File: src/rtl/mem_load_ctrl.sv
// mem_load_ctrl: boot-time load sequencer for the 32-word register-file memory.
// Accepts a valid/ready word stream and writes it to consecutive addresses from 0
// through the memory loader port, holding the CPU until the last write commits.
// Optional trailing-checksum verification is enabled by defining MEM_LOAD_CKSUM_EN.
module mem_load_ctrl #(
  parameter int ADDR_W = 5,
  parameter int DATA_W = 32
) (
  input  logic              clk,
  input  logic              reset,
  input  logic              start,
  input  logic [5:0]        load_count,
  input  logic [DATA_W-1:0] in_data,
  input  logic              in_valid,
  output logic              in_ready,
  output logic [ADDR_W-1:0] memaddr,
  output logic [DATA_W-1:0] memin,
  output logic              memwe,
  output logic              cpu_hold,
  output logic              busy,
  output logic              done,
  output logic [5:0]        words_loaded
`ifdef MEM_LOAD_CKSUM_EN
  ,
  output logic              cksum_err
`endif
);

  localparam logic [5:0] MAX_WORDS = 6'd32;

  typedef enum logic [1:0] {
    IDLE  = 2'd0,
    LOAD  = 2'd1,
`ifdef MEM_LOAD_CKSUM_EN
    CHECK = 2'd2,
`endif
    DONE  = 2'd3
  } state_t;

  state_t            state_r;
  state_t            next_state_s;
  logic [5:0]        target_r;
  logic [5:0]        words_r;
  logic [ADDR_W-1:0] memaddr_r;
  logic [DATA_W-1:0] memin_r;
  logic              memwe_r;
  logic              in_ready_r;
  logic              cpu_hold_r;
  logic              busy_r;
  logic              done_r;
  logic [5:0]        clamp_s;
  logic              accept_s;
  logic              last_s;
  logic              ready_next_s;
`ifdef MEM_LOAD_CKSUM_EN
  logic [DATA_W-1:0] sum_r;
  logic              cksum_err_r;
`endif

  // Next-state decode: clamp the requested count, detect accepts and the final data word.
  always_comb begin
    next_state_s = state_r;
    ready_next_s = 1'b0;
    clamp_s      = (load_count > MAX_WORDS) ? MAX_WORDS : load_count;
    accept_s     = in_valid & in_ready_r;
    last_s       = accept_s && ((words_r + 6'd1) == target_r);
    case (state_r)
      IDLE: begin
        if (start) begin
          if (clamp_s == 6'd0) begin
            next_state_s = DONE;
          end else begin
            next_state_s = LOAD;
          end
        end else begin
          next_state_s = IDLE;
        end
      end
      LOAD: begin
        if (last_s) begin
`ifdef MEM_LOAD_CKSUM_EN
          next_state_s = CHECK;
`else
          next_state_s = DONE;
`endif
        end else begin
          next_state_s = LOAD;
        end
      end
`ifdef MEM_LOAD_CKSUM_EN
      CHECK: begin
        if (accept_s) begin
          next_state_s = DONE;
        end else begin
          next_state_s = CHECK;
        end
      end
`endif
      DONE:    next_state_s = IDLE;
      default: next_state_s = IDLE;
    endcase
`ifdef MEM_LOAD_CKSUM_EN
    if ((next_state_s == LOAD) || (next_state_s == CHECK)) begin
      ready_next_s = 1'b1;
    end else begin
      ready_next_s = 1'b0;
    end
`else
    if (next_state_s == LOAD) begin
      ready_next_s = 1'b1;
    end else begin
      ready_next_s = 1'b0;
    end
`endif
  end

  // State, registered handshake/status outputs and the one-cycle loader write.
  always_ff @(posedge clk) begin
    if (reset) begin
      state_r     <= IDLE;
      target_r    <= 6'd0;
      words_r     <= 6'd0;
      memaddr_r   <= '0;
      memin_r     <= '0;
      memwe_r     <= 1'b0;
      in_ready_r  <= 1'b0;
      cpu_hold_r  <= 1'b1;
      busy_r      <= 1'b0;
      done_r      <= 1'b0;
`ifdef MEM_LOAD_CKSUM_EN
      sum_r       <= '0;
      cksum_err_r <= 1'b0;
`endif
    end else begin
      state_r    <= next_state_s;
      in_ready_r <= ready_next_s;
      busy_r     <= (next_state_s != IDLE);
      done_r     <= (next_state_s == DONE);
      memwe_r    <= 1'b0;
      case (state_r)
        IDLE: begin
          if (start) begin
            target_r    <= clamp_s;
            words_r     <= 6'd0;
            cpu_hold_r  <= 1'b1;
`ifdef MEM_LOAD_CKSUM_EN
            sum_r       <= '0;
            cksum_err_r <= 1'b0;
`endif
          end
        end
        LOAD: begin
          if (accept_s) begin
            memaddr_r <= words_r[ADDR_W-1:0];
            memin_r   <= in_data;
            memwe_r   <= 1'b1;
            words_r   <= words_r + 6'd1;
`ifdef MEM_LOAD_CKSUM_EN
            sum_r     <= sum_r + in_data;
`endif
          end
        end
`ifdef MEM_LOAD_CKSUM_EN
        CHECK: begin
          if (accept_s && (in_data != sum_r)) begin
            cksum_err_r <= 1'b1;
          end
        end
`endif
        DONE:    cpu_hold_r <= 1'b0;
        default: ;
      endcase
    end
  end

  assign in_ready     = in_ready_r;
  assign memaddr      = memaddr_r;
  assign memin        = memin_r;
  assign memwe        = memwe_r;
  assign cpu_hold     = cpu_hold_r;
  assign busy         = busy_r;
  assign done         = done_r;
  assign words_loaded = words_r;
`ifdef MEM_LOAD_CKSUM_EN
  assign cksum_err    = cksum_err_r;
`endif

endmodule

File: config.mk
export PLATFORM = sky130hd
export DESIGN_NAME = mem_load_ctrl
export DESIGN_NICKNAME = d
export VERILOG_FILES = /design/src/rtl/mem_load_ctrl.sv
export SDC_FILE = /design/constraint.sdc
export NUM_CORES = 1
export LEC_CHECK = 0
export ABC_CLOCK_PERIOD_IN_PS = 3700
export BUFFER_PORTS_ARGS = -buffer_cell sky130_fd_sc_hd__buf_2
export CAP_MARGIN = 20
export CORE_UTILIZATION = 30
export CTS_BUF_LIST = sky130_fd_sc_hd__clkbuf_4 sky130_fd_sc_hd__clkbuf_8
export DETAILED_ROUTE_END_ITERATION = 10
export PLACE_DENSITY = 0.61
export SLEW_MARGIN = 20
export SYNTH_ARGS = -nofsm -noshare
export SYNTH_HDL_FRONTEND = slang
export SYNTH_SLANG_ARGS = --single-unit
File: constraint.sdc
create_clock -name clk -period 3.7 [get_ports clk]
set_input_delay 0 -clock clk [delete_from_list [all_inputs] [get_ports clk]]
set_output_delay 0 -clock clk [all_outputs]
set_load 0.005 [all_outputs]
==> results.txt, run 1 <==
synthesized instance count = 265
Core Region = 6870 µm²
setup repair after global routing missed its margin = false
remaining antenna violation count after routing = 0
Worst Max-Slew Pin Slew = 1.00 ns
flops & latches, synth = 56
Slew Viols, Final = 0
number of warnings printed during yosys synthesis = 0
Num Clock Sinks = 56
DRT iter0 DRCs = 71
ratio of cells with drive above 1 in the final layout = 26.7%
Detail Route met3 WL = 354 µm
post-route worst setup slack = 1.64 ns
number of remaining DRC errors = 0
Total Die Area = 7550 µm²
worst setup path category = flop to flop
number of buffers added by the clock tree synthesis step = 5
Max Fanout on Critical Path = 45
buffers inserted during post-CTS setup optimization = 0
H-tree levels = 2
net count after synthesis = 308
number of failing hold endpoints at the final stage = 0
instance area at placement = 2650 µm²
Hold Crit Class = input port to flop
max layer used = met4
setup TNS after final layout = 0 ns
share of the yosys chip area belonging to registers = 51.9%
count of filler cells inserted in the layout = 695
row cnt = 30
startpoint kind of the worst setup timing path = flop
pre-CTS WS = 1.60 ns
final antenna diode count = 0
TritonCTS clock tree = yes
cells along the critical path = nand4b_4 -> nor4_2 -> o2111ai_1 -> and3_1
run status = completed
mux cell area share after synthesis = 0%
largest clock skew in the final design = 0.00380 ns
simple-gate area share of the yosys netlist = 25.9%
routed metal-1 wire length = 2500 µm
Clock Tree Root = sky130_fd_sc_hd__clkbuf_8
Chip Width = 86.9 µm
top area cells in the synthesized netlist = sky130_fd_sc_hd__dfxtp_1 52%, sky130_fd_sc_hd__nand2_1 15%, sky130_fd_sc_hd__a21oi_1 12%
Post-Layout Inst Area = 3130 µm²
maximum ir drop on the vdd rail = 0.187 mV
endpoint type of the worst setup path = flop
routability cong. = 0.728
Setup-failing EPs final = 0
total iterations of the first detailed-routing run = 4
critical path arrival = 2.26 ns
minimum period implied by the final worst setup slack = 2.06 ns
final wirelength = 5570 µm
vias per cell = 4.62
Clk Latency, worst-skew pair = 0.30 ns
power after layout = 1.09 mW
sum of met2 wire segment lengths after detailed routing = 2660 µm
growth of design area from synthesis to finish = 44.7%
clock-pin slew of the registers on the worst-case setup and hold paths = 0.09 ns
maximum achievable frequency = 486 MHz
post-synthesis instance area = 2160 µm²
Final #Nets = 425
worst slew slack as a fraction of its limit = 33.3%
Tot GR Track Use = 14.9%
overall via count from detail_route = 2210
height of the die = 86.9 µm
leakage power of the design = 1.35 nW
worst endpoint required time = 3.90 ns
total overflow reported by the global router = 0
count of different cell masters after synthesis = 32
share of the core filled with cells in the final layout = 45.5%
initial core utilization = 31.5%
power density over cell area = 348 nW/µm²
Avg WL per Cell = 11.7 µm
wire length of the first global-routing pass = 8960 µm
slowest stage cell, crit path = sky130_fd_sc_hd__nand4b_4
Post-Synth Adder-Cell Area = 0.579%
largest family of logic cells by synthesized area = simple AND/OR/NAND/NOR gates
via count of the first global-routing pass = 2045
compound-gate portion of the synthesized area = 14.2%
fraction of synthesized cell area in xor and xnor cells = 3.65%
num ports = 90
PortBufs = 89
fraction of synthesized cell area taken by the top area cell type = 51.9%
number of antenna violations at the first check in global routing = 0
pin count of the biggest net entering global routing = 56
Avg Inst Size Synth = 8.16 µm²
number of max-cap violations = 0
leading area contributor after synthesis = sky130_fd_sc_hd__dfxtp_1
Clock Tree Buf Depth = 2
post-route fraction of the period consumed by the critical path = 55.6%
Slowest Stage Delay on Critical Path = 0.57 ns
half-perimeter wire length after placement = 3370 µm
-- synth_stat cells (all sizes together) --
cell type   n
a211o       1
a21oi      50
a32oi       1
and2        2
and3        1
and4b       1
buf         9
clkbuf      9
dfxtp      56
ha          1
nand2      85
nand2b      1
nand3       4
nand3b      5
nand4b      3
nor2       11
nor2b       1
nor3        2
nor3b       1
nor4        2
o2111ai     1
o21ai       6
or2         1
or3         2
xnor2       4
xor2        5
-- cell families (layout without fill, tap and decap cells) --
group	after synthesis	after routing
AOI/OAI and AO/OA	59	59
adders and majority gates	1	1
and+or+nand+nor	122	122
xor gates and xnor gates	9	9
DFF	56	56
buffers and inverters	18	135
-- critical path: cells and delay by family, from the launching register on --
kind | cells | cell delay, ns
AND/OR/NAND/NOR | 3 | 1.23
flip-flops | 1 | 0.50
AO/OA/AOI/OAI | 1 | 0.23
-- registers in the layout, indices dropped and copies added, names as in the netlist --
| name | count |
|---|---|
| words_loaded | 6 |
| busy | 1 |
| memaddr | 5 |
| memwe | 1 |
| memin | 32 |
| state_r | 2 |
| in_ready | 1 |
| done | 1 |
| cpu_hold | 1 |
| target_r | 6 |
-- per-layer routing --
metal	track usage, %	up-vias
met5	0	-
met4	6.21	0
li1	-	1109
met1	18.2	1014
met2	25.3	80
met3	3.41	7
-- placed cells by master, fill, tap and decap left out, types with 2 or more instances in the layout --
cell / instances
sky130_fd_sc_hd__buf_2: 89
sky130_fd_sc_hd__nand2_1: 85
sky130_fd_sc_hd__nor3_1: 2
sky130_fd_sc_hd__a21oi_1: 50
sky130_fd_sc_hd__clkbuf_8: 7
sky130_fd_sc_hd__nor2_1: 10
sky130_fd_sc_hd__dfxtp_1: 56
sky130_fd_sc_hd__o21ai_0: 6
sky130_fd_sc_hd__nand3b_1: 5
sky130_fd_sc_hd__xnor2_1: 4
sky130_fd_sc_hd__dlygate4sd3_1: 38
sky130_fd_sc_hd__and2_1: 2
sky130_fd_sc_hd__nand3_1: 4
sky130_fd_sc_hd__nand4b_1: 2
sky130_fd_sc_hd__xor2_1: 5
-- metrics by stage --
stage | hold slack [ns] | cells
CTS | 0.00372 | 478
floorplan | 0.136 | 265
finish | 0.00102 | 478
detailed placement | 0.246 | 433
global route | 0.0144 | 478
global placement | 0.241 | 433
-- what timing repair did --
item | 4_1_cts | 5_1_grt
hold endpoints to repair | 38 | 0
gates resized for setup | 0 | 0
hold buffers | 38 | 0
-- path summary, 6_finish.rpt --
check | start | end | slack (ns) | depth (start not counted)
hold / removal | start | busy | 0.001 | 3
setup reg to reg | state_r[0] | in_ready | 1.64 | 4
setup / recovery | state_r[0] | in_ready | 1.64 | 4
hold reg to reg | memin[12] | memin[12] | 0.45 | 2
-- report_power, final --
group          leakage (nW)  switching (mW)  internal [mW]
registers             0.454         0.00977          0.616
logic                 0.843          0.0509         0.0618
clock network        0.0503           0.183          0.167
-- layout make-up --
cell class	instances	area (µm²)	share of cell area, %
flip-flops and latches	56	1120	35.8
multi-input cells	191	957	30.6
repair buffers	128	833	26.6
well taps	96	120	3.84
clock buffers	7	96.3	3.08
Power figures use the tool's default switching activity.
==> run 2, diff against run 1 <==
--- a/config.mk
+++ b/config.mk
@@ -5,7 +5,7 @@
 export SDC_FILE = /design/constraint.sdc
 export NUM_CORES = 1
 export LEC_CHECK = 0
-export ABC_CLOCK_PERIOD_IN_PS = 3700
+export ABC_CLOCK_PERIOD_IN_PS = 2100
 export BUFFER_PORTS_ARGS = -buffer_cell sky130_fd_sc_hd__buf_2
 export CAP_MARGIN = 20
 export CORE_UTILIZATION = 30
==> constraint.sdc (replaced) <==
create_clock -name clk -period 2.1 [get_ports clk]
set_input_delay 0 -clock clk [delete_from_list [all_inputs] [get_ports clk]]
set_output_delay 0 -clock clk [all_outputs]
set_load 0.005 [all_outputs]
==> run 2 against run 1 <==
Net effect:
- die area stayed put
- count of clock-buffer cells in the layout fell by 1
- largest power group unchanged
- clock skew rose by 0.0073 ns
- sequential power rose by 76%
- critical endpoint unchanged
- largest cell class unchanged
- first-iteration DRC count up 44%
- wire length up 6.3%
- global-route usage up 0.96 points
==> results.txt, run 2 (synthesis gave the netlist of run 1 again) <==
Worst R2R Setup Slack = 0.40 ns
destination of the worst register-to-register timing path = in_ready
setup TNS after final layout = 0 ns
via count of the first global-routing pass = 2094
critical path arrival = 1.91 ns
count of filler cells inserted in the layout = 680
fraction of power consumed by combinational cells = 10.2%
initial core utilization = 31.5%
startpoint of the most critical hold path = start
Clock Tree Buf Depth = 2
Post-Layout Inst Area = 3180 µm²
hold-fix buffer count after cts = 38
sequential cell fraction of total power = 54.4%
Hold Crit Class = input port to flop
internal power of the cells = 1.57 mW
worst slew slack as a fraction of its limit = 62.8%
num ports = 90
worst endpoint required time = 2.31 ns
Hold Path End = busy
instance area at placement = 2690 µm²
maximum achievable frequency = 587 MHz
growth of design area from synthesis to finish = 47.1%
Max Fanout on Critical Path = 8
number of max-cap violations = 0
Clock Tree Root = sky130_fd_sc_hd__clkbuf_8
Core Region = 6870 µm²
Tot GR Track Use = 15.9%
PortBufs = 89
height of the die = 86.9 µm
PostCTS Resize Cnt = 0
Final #Nets = 430
H-tree levels = 2
run status = completed
wire length of the first global-routing pass = 9390 µm
hold-critical path depth = 3
setup repair after global routing missed its margin = false
post-route worst setup slack = 0.397 ns
final wirelength = 5920 µm
TritonCTS clock tree = yes
leakage power of the design = 1.38 nW
largest clock skew in the final design = 0.0111 ns
most common library cell in the layout ignoring fill and taps = sky130_fd_sc_hd__buf_2
vias per cell = 4.58
pre-CTS WS = 0.399 ns
Slew Viols, Final = 0
minimum period implied by the final worst setup slack = 1.70 ns
buffers inserted during post-CTS setup optimization = 0
number of buffers added by the clock tree synthesis step = 5
total overflow reported by the global router = 0
Clk Latency, worst-skew pair = 0.31 ns
depth of the most critical reg-to-reg path = 5
proportion of total power due to net switching = 22.7%
Num Clock Sinks = 56
post-route fraction of the period consumed by the critical path = 81.1%
pin count of the biggest net entering global routing = 31
part of the total power dissipated in the clock network = 35.5%
DRT iter0 DRCs = 102
routability cong. = 0.750
total iterations of the first detailed-routing run = 4
number of antenna violations at the first check in global routing = 0
endpoint type of the worst setup path = flop
remaining antenna violation count after routing = 0
Total Die Area = 7550 µm²
Chip Width = 86.9 µm
Worst Max-Slew Pin Slew = 0.557 ns
final antenna diode count = 0
max FFs per register = 32
startpoint of the worst-slack reg-to-reg timing path = words_loaded[0]
overall via count from detail_route = 2215
power density over cell area = 637 nW/µm²
ratio of cells with drive above 1 in the final layout = 27.8%
worst setup path category = flop to flop
half-perimeter wire length after placement = 3610 µm
row cnt = 30
clock-pin slew of the registers on the worst-case setup and hold paths = 0.10 ns
number of failing hold endpoints at the final stage = 0
leading cell types in the layout, fill and taps excluded = 89 x sky130_fd_sc_hd__buf_2, 85 x sky130_fd_sc_hd__nand2_1, 56 x sky130_fd_sc_hd__dfxtp_1
Setup-failing EPs final = 0
Net Sw Power = 460 µW
startpoint kind of the worst setup timing path = flop
maximum ir drop on the vdd rail = 0.357 mV
Avg WL per Cell = 12.2 µm
number of remaining DRC errors = 0
run 2: cell count changes in the layout (fill, tap and decap cells not counted), sizes merged:
cell,change
bufinv,+1
buf,+5
clkbuf,-1
clkinv,+1
run 2: routing by layer:
metal	vias to the layer above	wire length [µm]	GRT usage (%)	share of wire (%)
met5	-	0	0	0
met4	0	65	4.55	1.1
met3	9	350	4.27	5.9
met2	69	2910	28.5	49
li1	1123	-	-	-
met1	1014	2590	18.5	44
run 2: worst max-delay path by stage:
stage	startpoint	end	slack [ns]	cells past startpoint
2_1_floorplan	words_loaded[0]	in_ready	0.57	5
3_3_place_gp	state_r[0]	in_ready	0.47	4
3_5_place_dp	words_loaded[0]	in_ready	0.40	5
4_1_cts	words_loaded[0]	in_ready	0.37	5
5_1_grt	words_loaded[0]	in_ready	0.17	6
6_report	words_loaded[0]	in_ready	0.40	5
run 2: final cells by class:
type                            count  area [µm²]  area share, %
Clock buffer                        6        76.3           2.40
Clock inverter                      2        35.0           1.10
Multi-Input combinational cell    191         957           30.1
Sequential cell                    56        1120           35.2
Tap cell                           96         120           3.78
Timing Repair Buffer              133         871           27.4
run 2: worst max-delay path, cell delays in order, from the launching register on:
cell and delay, ns:
sky130_fd_sc_hd__dfxtp_1 0.49, sky130_fd_sc_hd__ha_1 0.30, sky130_fd_sc_hd__xor2_1 0.16, sky130_fd_sc_hd__nor4_2 0.23
sky130_fd_sc_hd__o2111ai_1 0.21, sky130_fd_sc_hd__and3_1 0.21
run 2: power by group through the flow:
stage	Sequential, mW	Clock, mW	Combinational, mW
after floorplan	1.12	0	0.0762
after global placement	1.13	0	0.148
after detailed placement	1.13	0	0.149
after CTS	1.10	0.740	0.203
after global routing	1.11	0.781	0.227
final	1.10	0.718	0.206
run 2: through the flow:
step	power, mW	util, %	cells	hold slack [ns]
5_1_grt	2.11	46.3	484	0.0758
3_5_place_dp	1.27	39.1	438	0.246
3_3_place_gp	1.27	39.1	438	0.240
4_1_cts	2.05	46.3	484	0.0319
2_1_floorplan	1.20	-	265	0.136
6_report	2.03	46.3	484	0.0346
==> run 3, diff against run 2 <==
--- a/config.mk
+++ b/config.mk
@@ -5,7 +5,7 @@
 export SDC_FILE = /design/constraint.sdc
 export NUM_CORES = 1
 export LEC_CHECK = 0
-export ABC_CLOCK_PERIOD_IN_PS = 2100
+export ABC_CLOCK_PERIOD_IN_PS = 1670
 export BUFFER_PORTS_ARGS = -buffer_cell sky130_fd_sc_hd__buf_2
 export CAP_MARGIN = 20
 export CORE_UTILIZATION = 30
==> constraint.sdc (replaced) <==
create_clock -name clk -period 1.67 [get_ports clk]
set_input_delay 0 -clock clk [delete_from_list [all_inputs] [get_ports clk]]
set_output_delay 0 -clock clk [all_outputs]
set_load 0.005 [all_outputs]
==> run 3 against run 2 <==
Net effect:
- sequential cell count did not move
- worst setup slack worse by 0.24 ns
- register-to-register slack got worse by 0.24 ns
- clock skew fell by 0.0021 ns
- fmax is 12% higher
- utilization rose by 0.56 points
- final cell count rose by 0.83%
- via count fell by 1.1%
- sequential power increased by 25%
- wire length shrank 2.3%
- critical path depth is the same
- die area stayed put
==> results.txt, run 3 (synthesis gave the netlist of run 1 again) <==
Setup-failing EPs final = 0
FF/Latch Area = 1120 µm²
Post-Layout Inst Area = 3220 µm²
Hold Path End = words_loaded[2]
Clock Tree Root = sky130_fd_sc_hd__clkbuf_8
Hold Crit Class = input port to flop
Clk Latency, worst-skew pair = 0.31 ns
PortBufs = 89
half-perimeter wire length after placement = 3640 µm
remaining antenna violation count after routing = 0
Core Region = 6870 µm²
startpoint of the most critical hold path = reset
TritonCTS clock tree = yes
setup repair after global routing missed its margin = false
Clock Tree Buf Depth = 2
worst endpoint required time = 1.88 ns
buffers inserted during post-CTS setup optimization = 0
clock-pin slew of the registers on the worst-case setup and hold paths = 0.10 ns
Num Clock Sinks = 56
vias per cell = 4.49
most common library cell in the layout ignoring fill and taps = sky130_fd_sc_hd__buf_2
slowest stage cell, crit path = sky130_fd_sc_hd__dfxtp_1
number of placed instances, taps included = 442
wire length of the first global-routing pass = 9200 µm
routability cong. = 0.823
area taken by multi-input logic gates = 957 µm²
number of remaining DRC errors = 0
minimum period implied by the final worst setup slack = 1.52 ns
count of filler cells inserted in the layout = 679
overall via count from detail_route = 2190
Slew Viols, Final = 0
Worst R2R Setup Slack = 0.15 ns
power density over cell area = 757 nW/µm²
Total Die Area = 7550 µm²
startpoint of the worst-slack reg-to-reg timing path = words_loaded[0]
post-route fraction of the period consumed by the critical path = 90.9%
number of failing hold endpoints at the final stage = 0
hold-critical path depth = 2
H-tree levels = 2
Avg WL per Cell = 11.9 µm
destination of the worst register-to-register timing path = in_ready
Slowest Stage Delay on Critical Path = 0.33 ns
largest clock skew in the final design = 0.00900 ns
critical path arrival = 1.73 ns
instance area at placement = 2730 µm²
num ports = 90
height of the die = 86.9 µm
cells along the critical path = ha_1 -> xor2_1 -> nor4_2 -> o2111ai_1 -> and3_1
leakage power of the design = 1.40 nW
final wirelength = 5790 µm
Final #Nets = 435
via count of the first global-routing pass = 2057
final cell count without fillers = 488
count of buffering cells on the critical path with inverters included = 0
endpoint type of the worst setup path = flop
Chip Width = 86.9 µm
number of max-cap violations = 0
startpoint kind of the worst setup timing path = flop
total overflow reported by the global router = 0
maximum achievable frequency = 659 MHz
share of the core filled with cells in the final layout = 46.9%
number of antenna violations at the first check in global routing = 0
power after layout = 2.44 mW
worst slew slack as a fraction of its limit = 68.2%
worst setup path category = flop to flop
number of buffers added by the clock tree synthesis step = 5
growth of design area from synthesis to finish = 48.9%
Max Fanout on Critical Path = 3
Worst Max-Slew Pin Slew = 0.476 ns
run status = completed
final antenna diode count = 0
maximum ir drop on the vdd rail = 0.452 mV
pin count of the biggest net entering global routing = 28
max FFs per register = 32
leading cell types in the layout, fill and taps excluded = 89 x sky130_fd_sc_hd__buf_2, 85 x sky130_fd_sc_hd__nand2_1, 55 x sky130_fd_sc_hd__dfxtp_1
Tot GR Track Use = 15.5%
total iterations of the first detailed-routing run = 4
setup TNS after final layout = 0 ns
ratio of cells with drive above 1 in the final layout = 28.6%
depth of the most critical reg-to-reg path = 5
pre-CTS WS = 0.143 ns
Worst Hold Margin = 0.119 ns
row cnt = 30
initial core utilization = 31.5%
DRT iter0 DRCs = 111
Top delay family on crit path = simple AND/OR/NAND/NOR gates
post-route worst setup slack = 0.152 ns
run 3: area by class of cell:
| type | instances | share of cell area [%] |
|---|---|---|
| clock buffers | 7 | 2.99 |
| repair buffers | 138 | 28.7 |
| flip-flops and latches | 56 | 34.9 |
| multi-input cells | 191 | 29.7 |
| well taps | 96 | 3.73 |
run 3: where the power goes:
part | switching [mW] | leakage, nW | total (mW) | internal (mW)
Clock | 0.419 | 0.0503 | 0.790 | 0.371
Combinational | 0.117 | 0.894 | 0.265 | 0.148
Sequential | 0.0203 | 0.454 | 1.38 | 1.36
Total | 0.557 | 1.40 | 2.44 | 1.88
run 3: timing repair:
action                                 in CTS  in global routing
hold buffers                               39                  0
resized for setup                           0                  1
endpoints found under the hold margin      39                  0
setup endpoints to repair                   0                  1
run 3: worst max-delay path by stage:
stage / slack [ns] / cells past startpoint / endpoint / start
after global placement: 0.17 / 5 / in_ready / words_loaded[0]
after CTS: 0.13 / 5 / in_ready / words_loaded[0]
final: 0.15 / 5 / in_ready / words_loaded[0]
after detailed placement: 0.14 / 5 / in_ready / words_loaded[0]
after global routing: 0.01 / 6 / in_ready / words_loaded[0]
after floorplan: 0.14 / 5 / in_ready / words_loaded[0]
run 3: routing by layer:
metal  share of wire, %  track usage [%]  vias to the layer above  wire (µm)
met1                 45             18.4                      995       2590
met5                  0                0                        -          0
met2                 49             26.5                       61       2810
met3                5.5             4.36                        7        317
met4                1.2             5.61                        0         72
li1                   -                -                     1127          -
